**config.mk**
```make
export PLATFORM = sky130hd
export DESIGN_NAME = fpcvt_rr_sched
export DESIGN_NICKNAME = d
export VERILOG_FILES = /design/src/rtl/fpcvt_rr_sched_pkg.sv /design/src/rtl/fpcvt_rr_sched_fpcvt.sv /design/src/rtl/fpcvt_rr_sched_rr_arbiter.sv /design/src/rtl/fpcvt_rr_sched.sv
export SDC_FILE = /design/constraint.sdc
export NUM_CORES = 1
export LEC_CHECK = 0
export BUFFER_PORTS_ARGS = -buffer_cell sky130_fd_sc_hd__buf_2
export CORE_AREA = 2 2 81 83
export CTS_CLUSTER_DIAMETER = 40
export DETAILED_ROUTE_END_ITERATION = 6
export DIE_AREA = 0 0 83 85
export HOLD_SLACK_MARGIN = 0.08
export PLACE_DENSITY = 0.9
export SYNTH_ARGS = -nofsm -noshare
export SYNTH_HDL_FRONTEND = slang
export SYNTH_SLANG_ARGS = --single-unit
```
**constraint.sdc**
```tcl
create_clock -name clk -period 17.45 [get_ports clk]
set_input_delay 3.49 -clock clk [delete_from_list [all_inputs] [get_ports clk]]
set_output_delay 3.49 -clock clk [all_outputs]
set_load 0.01 [all_outputs]
```
**src/rtl/fpcvt_rr_sched_pkg.sv**
```systemverilog
// Shared constants and types for the round-robin FPCVT scheduler:
// sample/float field widths, result-register state encoding and the float result record.
package fpcvt_rr_sched_pkg;

  localparam int FP_DW = 12;
  localparam int FP_EW = 3;
  localparam int FP_FW = 4;

  typedef enum logic {
    ST_EMPTY = 1'b0,
    ST_FULL  = 1'b1
  } st_e;

  typedef struct packed {
    logic             s;
    logic [FP_EW-1:0] e;
    logic [FP_FW-1:0] f;
  } fp_t;

endpackage

```
**src/rtl/fpcvt_rr_sched_fpcvt.sv**
```systemverilog
// Combinational 12-bit two's complement to sign/exponent/significand converter.
// Value represented is F * 2^E, rounded half-up, saturating at E=7 F=4'hF.
module fpcvt
  import fpcvt_rr_sched_pkg::*;
(
  input  logic [FP_DW-1:0] i_d,
  output fp_t              o_fp
);

  logic [FP_DW-1:0] w_mag;
  logic [FP_EW-1:0] w_e;
  logic [FP_FW:0]   w_shx;
  logic [FP_FW:0]   w_sum;

  // magnitude and exponent taken from the position of the leading one
  always_comb begin
    w_mag = i_d[FP_DW-1] ? (~i_d + 12'd1) : i_d;
    w_e   = 3'd0;
    for (int p = 4; p <= 10; p++) begin
      if (w_mag[p]) begin
        w_e = 3'(p - 3);
      end else begin
        w_e = w_e;
      end
    end
  end

  // w_shx holds the four significand bits plus the first dropped bit for rounding
  assign w_shx = 5'({w_mag, 1'b0} >> w_e);
  assign w_sum = {1'b0, w_shx[4:1]} + {4'd0, w_shx[0]};

  // rounding carry bumps the exponent; at the top exponent it saturates instead
  always_comb begin
    o_fp.s = i_d[FP_DW-1];
    if (w_mag[FP_DW-1]) begin
      o_fp.e = 3'd7;
      o_fp.f = 4'hF;
    end else if (w_sum[FP_FW]) begin
      if (w_e == 3'd7) begin
        o_fp.e = 3'd7;
        o_fp.f = 4'hF;
      end else begin
        o_fp.e = w_e + 3'd1;
        o_fp.f = 4'h8;
      end
    end else begin
      o_fp.e = w_e;
      o_fp.f = w_sum[FP_FW-1:0];
    end
  end

endmodule

```
**src/rtl/fpcvt_rr_sched_rr_arbiter.sv**
```systemverilog
// Combinational round-robin picker: first asserted request at or after i_ptr,
// ascending with wrap. Produces a one-hot grant and its binary index.
module rr_arbiter #(
  parameter int NREQ = 4,
  parameter int IDW  = 2
) (
  input  logic [NREQ-1:0] i_req,
  input  logic [IDW-1:0]  i_ptr,
  output logic [NREQ-1:0] o_gnt,
  output logic [IDW-1:0]  o_gnt_idx
);

  // scan NREQ positions starting at the pointer, keep the first hit
  always_comb begin
    logic         found;
    logic [IDW:0] idx;
    o_gnt     = '0;
    o_gnt_idx = '0;
    found     = 1'b0;
    idx       = '0;
    for (int i = 0; i < NREQ; i++) begin
      idx = {1'b0, i_ptr} + (IDW+1)'(i);
      if (idx >= (IDW+1)'(NREQ)) begin
        idx = idx - (IDW+1)'(NREQ);
      end else begin
        idx = idx;
      end
      if (!found && i_req[idx[IDW-1:0]]) begin
        found                   = 1'b1;
        o_gnt[idx[IDW-1:0]]     = 1'b1;
        o_gnt_idx               = idx[IDW-1:0];
      end else begin
        found = found;
      end
    end
  end

endmodule

```
**src/rtl/fpcvt_rr_sched.sv**
```systemverilog
// Round-robin scheduler sharing one FPCVT converter among NREQ requesters,
// with a single-entry valid/ready result stage and a saturating delivery counter.
module fpcvt_rr_sched
  import fpcvt_rr_sched_pkg::*;
#(
  parameter int NREQ = 4,
  parameter int IDW  = 2,
  parameter int CNTW = 16
) (
  input  logic                  clk,
  input  logic                  rst_n,
  input  logic [NREQ-1:0]       req_valid,
  input  logic [NREQ*FP_DW-1:0] req_data,
  output logic [NREQ-1:0]       req_ready,
  output logic                  out_valid,
  input  logic                  out_ready,
  output logic [IDW-1:0]        out_id,
  output logic                  out_S,
  output logic [FP_EW-1:0]      out_E,
  output logic [FP_FW-1:0]      out_F,
  output logic [CNTW-1:0]       conv_cnt
);

  st_e              r_state;
  st_e              w_state_nxt;
  logic [IDW-1:0]   r_rr_ptr;
  logic [IDW-1:0]   r_id;
  fp_t              r_fp;
  logic [CNTW-1:0]  r_cnt;

  logic [NREQ-1:0]  w_gnt;
  logic [IDW-1:0]   w_gnt_idx;
  logic [FP_DW-1:0] w_mux_d;
  fp_t              w_fp;
  logic             w_can_acc;
  logic             w_accept;
  logic             w_drain;

  rr_arbiter #(
    .NREQ(NREQ),
    .IDW (IDW)
  ) u_arb (
    .i_req    (req_valid),
    .i_ptr    (r_rr_ptr),
    .o_gnt    (w_gnt),
    .o_gnt_idx(w_gnt_idx)
  );

  assign w_mux_d = req_data[int'(w_gnt_idx)*FP_DW +: FP_DW];

  fpcvt u_cvt (
    .i_d (w_mux_d),
    .o_fp(w_fp)
  );

  // result-register state
  always_ff @(posedge clk or negedge rst_n) begin
    if (!rst_n) begin
      r_state <= ST_EMPTY;
    end else begin
      r_state <= w_state_nxt;
    end
  end

  // next-state: a drain paired with a fresh accept keeps the stage full
  always_comb begin
    case (r_state)
      ST_EMPTY: w_state_nxt = w_accept ? ST_FULL : ST_EMPTY;
      ST_FULL:  w_state_nxt = (w_drain && !w_accept) ? ST_EMPTY : ST_FULL;
      default:  w_state_nxt = ST_EMPTY;
    endcase
  end

  // handshake decode; rst_n gating keeps req_ready low throughout reset
  always_comb begin
    w_can_acc = (r_state == ST_EMPTY) || out_ready;
    w_accept  = rst_n && w_can_acc && (|w_gnt);
    w_drain   = (r_state == ST_FULL) && out_ready;
    req_ready = w_accept ? w_gnt : '0;
  end

  // round-robin pointer moves past the winner only on accept
  always_ff @(posedge clk or negedge rst_n) begin
    if (!rst_n) begin
      r_rr_ptr <= '0;
    end else if (w_accept) begin
      r_rr_ptr <= (w_gnt_idx == IDW'(NREQ - 1)) ? '0 : (w_gnt_idx + IDW'(1));
    end else begin
      r_rr_ptr <= r_rr_ptr;
    end
  end

  // result register, loaded with the converter output of the granted sample
  always_ff @(posedge clk or negedge rst_n) begin
    if (!rst_n) begin
      r_id <= '0;
      r_fp <= '0;
    end else if (w_accept) begin
      r_id <= w_gnt_idx;
      r_fp <= w_fp;
    end else begin
      r_id <= r_id;
      r_fp <= r_fp;
    end
  end

  // delivered-result counter, saturating at all ones
  always_ff @(posedge clk or negedge rst_n) begin
    if (!rst_n) begin
      r_cnt <= '0;
    end else if (w_drain && (r_cnt != {CNTW{1'b1}})) begin
      r_cnt <= r_cnt + CNTW'(1);
    end else begin
      r_cnt <= r_cnt;
    end
  end

  assign out_valid = (r_state == ST_FULL);
  assign out_id    = r_id;
  assign out_S     = r_fp.s;
  assign out_E     = r_fp.e;
  assign out_F     = r_fp.f;
  assign conv_cnt  = r_cnt;

endmodule

```
==> out/metrics.csv <==
stage;metric;value;unit
cts;Clock Sink Count;29;
placed_design;DP HPWL;6760;um
worst_setup_path;RR Endpoint;out_F[0]$_DFFE_PN0P_;
global_routing;via count of the first global-routing pass;3219;
drt;Via Count;3365;
global_routing;antenna violations before repair;0;
layout;Final Core Density;62.6;%
timing;setup tns final;0;ns
die;Core Footprint;6200;um2
layout;fill cell total of the finished layout;513;
synthesis;Post-synth EDFFs;0;
timing;Max Slew Vio Count;0;
timing;Final Critical Period;9.75;ns
cts;postcts setup bufs;0;
synthesis;synthesized area;3310;um2
timing;Final Setup Violations;0;
drt;wire length per cell;16.3;um
worst_setup_path;crit path DAT;6.26;ns
synthesis;Yosys warnings;0;
drt;drt pass-1 iters;5;
layout;Area Overhead vs Synth;17.2;%
synthesis;Main synth FF type;dfrtp_1;
die;chip height;85;um
timing;Max Clk Rate;103;MHz
global_routing;first-pass GRT wire length;14800;um
cts;clock buffer depth;2;
drt;Via density;6.28;
min_path;cell depth of the worst hold path;1;
cts;CTS tree;built;
worst_setup_path;CP startpoint kind;input port;
worst_setup_path;crit end category;output pin;
worst_setup_path;R2R depth;24;
layout;NumNets Final;523;
die;die area;7060;um2
die;I/O pin cnt;86;
drt;Final ANT Viol Nets;0;
min_path;Worst Hold End;conv_cnt[8]$_DFFE_PN0P_;
cts;hold-fix buffer count after cts;0;
worst_setup_path;worst-case register-to-register setup slack;9.77;ns
cts;htree depth;2;
drt;Iteration-0 DRC Markers;158;
global_routing;largest net degree at the start of global routing;33;
layout;share of cells above drive strength 1;29.4;%
synthesis;average size of a mapped cell;8.72;um2
global_routing;global-route usage over all layers;25.1;%
drt;DRC Markers;0;
layout;post-route cell area;3880;um2
placed_design;placed inst area;3770;um2
placed_design;GP Congestion;0.873;
cts;Root Driver;clkbuf_8;
synthesis;post-synthesis cell type count;73;
worst_setup_path;reg2reg start;r_rr_ptr[0]$_DFFE_PN0P_;
run_status;status;complete, no violations;
placed_design;PortBufs;85;
drt;final WL;8720;um
timing;Hold Fails Final Rpt;0;
min_path;type of the worst min-delay path;reg2reg;
timing;Fin Clk Skew;0.00407;ns
synthesis;synthesized flop and latch total;29;
min_path;hold_sp;conv_cnt[8]$_DFFE_PN0P_;
timing;RSZ-0062 raised after global routing;no;
cts;total CTS buffers;5;
synthesis;asr flop ratio synth;100;%
die;Die Wd;83;um
cts;clk_lat worst skew;0.29;ns
die;Initial Util;53.4;%
synthesis;Seq/Total Area, Yosys;21.9;%
synthesis;Syn Nets;445;
global_routing;gr ovfl total;0;
timing;Final Cycle Share;55.9;%
layout;# diodes;0;
cts;PostCTS Resize Cnt;0;
flow_run;total of max-cap violations;0;
worst_setup_path;critical path peak fanout;27;
cts;Worst-path clk slew;0.06;ns
die;FP Rows;29;
worst_setup_path;Required @ worst endpoint;13.96;ns
worst_setup_path;CP Class;in2out;
timing;slew margin rel.;45.2;%
timing;actual slew at the worst max-slew pin;0.821;ns
synthesis;Cells after Synth;380;
==> worst max-delay path, stage by stage <==
cell and delay (ns):
buf_2 0.14, mux4_2 0.70, nor4_1 0.70, a221oi_1 0.23, nand4_1 0.20, nand3_1 0.39
nor2_1 0.23, buf_2 0.18
==> cell usage after synthesis, types with 3 or more instances <==
library cell  count  area share, %
o221ai_1          3           0.79
and2_1            9            1.7
nand2b_1          5           0.94
xor2_1            7            1.9
a22oi_1           6            1.4
a21oi_1          18            2.7
inv_1            16            1.8
buf_2             3           0.45
nor4_1            5           0.94
clkbuf_1          8           0.91
nor2_1           32            3.6
a2111o_1          3            1.0
o211ai_1          4           0.91
a2bb2oi_1         3           0.79
nor3_2            3           0.91
mux4_2            9            6.1
mux2i_1          18            5.4
and4_1            4            1.1
a221oi_1          6            1.6
mux2_2           11            3.7
o221a_1           3            1.0
dfrtp_1          29             22
a211oi_1          8            1.8
o21ai_0          16            2.4
xnor2_1          15            4.0
nand3_1          11            1.7
nor2b_1           4           0.76
a21boi_0          3           0.68
or3_1             3           0.57
nand4_1           6            1.1
ha_1             10            3.8
nor3_1            3           0.45
nand2_1          32            3.6
a31oi_1           6            1.1
nand3b_1          3           0.68
and3_1            6            1.1
==> metrics by stage <==
stage	setup WS [ns]	cells	hold slack (ns)
after global routing	7.47	536	0.521
final	7.70	536	0.486
after CTS	7.82	536	0.485
after detailed placement	7.82	528	0.476
after floorplan	8.18	380	0.515
after global placement	7.98	528	0.467
==> metal layers <==
layer | vias up | GRT usage [%] | share of wire [%]
li1 | 1600 | - | -
met1 | 1601 | 30.5 | 41
met2 | 137 | 44.9 | 50
met3 | 27 | 4.47 | 5.6
met4 | 0 | 8.94 | 2.7
met5 | - | 0 | 0
==> worst max-delay path by stage <==
stage,start,to,slack (ns),depth (start not counted)
final,req_valid[2],req_ready[2],7.70,8
after global routing,req_valid[2],req_ready[1],7.47,8
after CTS,req_valid[2],req_ready[3],7.82,8
after detailed placement,req_valid[2],req_ready[3],7.82,8
after global placement,req_valid[2],req_ready[0],7.98,10
after floorplan,req_valid[3],req_ready[0],8.18,9
==> area by class of cell <==
type / count / area (um2) / share of cell area [%]
clock buffers: 7 / 86.3 / 2.22
clock inverters: 1 / 30.0 / 0.773
inverters: 18 / 67.6 / 1.74
multi-input cells: 317 / 2440 / 62.7
flip-flops and latches: 29 / 726 / 18.7
well taps: 77 / 96.3 / 2.48
repair buffers: 87 / 440 / 11.3
==> sequential cells by signal, indices dropped and copies added (netlist names) <==
name and cells:
r_rr_ptr 2, out_E 3, out_valid 1, out_id 2
conv_cnt 16, out_S 1, out_F 4
==> cells in the final DEF (no fill, tap or decap), types with 4 or more instances in the layout <==
cell type / netlist / final
buf_2: 3 / 85
nor2_1: 32 / 32
nand2_1: 32 / 32
dfrtp_1: 29 / 29
a21oi_1: 18 / 18
mux2i_1: 18 / 18
inv_1: 16 / 16
o21ai_0: 16 / 16
xnor2_1: 15 / 15
mux2_2: 11 / 11
nand3_1: 11 / 11
ha_1: 10 / 10
mux4_2: 9 / 9
and2_1: 9 / 9
a211oi_1: 8 / 8
xor2_1: 7 / 7
and3_1: 6 / 6
a221oi_1: 6 / 6
a22oi_1: 6 / 6
a31oi_1: 6 / 6
nand4_1: 6 / 6
clkbuf_8: 0 / 6
nand2b_1: 5 / 5
nor4_1: 5 / 5
nor2b_1: 4 / 4
o211ai_1: 4 / 4
and4_1: 4 / 4
==> cells by family (layout without fill, tap and decap cells) <==
kind of cell | Yosys count | in the layout | synth area share, %
flip-flops | 29 | 29 | 21.9
AND/OR/NAND/NOR | 133 | 133 | 20.7
AO/OA/AOI/OAI | 107 | 107 | 25.0
buffers and inverters | 34 | 113 | 4.53
adder cells (fa/ha/maj) | 10 | 10 | 3.78
multiplexers | 42 | 42 | 16.8
XOR/XNOR | 25 | 25 | 7.29
Power is left out: the tool's default activity adds up to more than one toggle a clock period on the data nets, which glitch-free logic cannot reach.
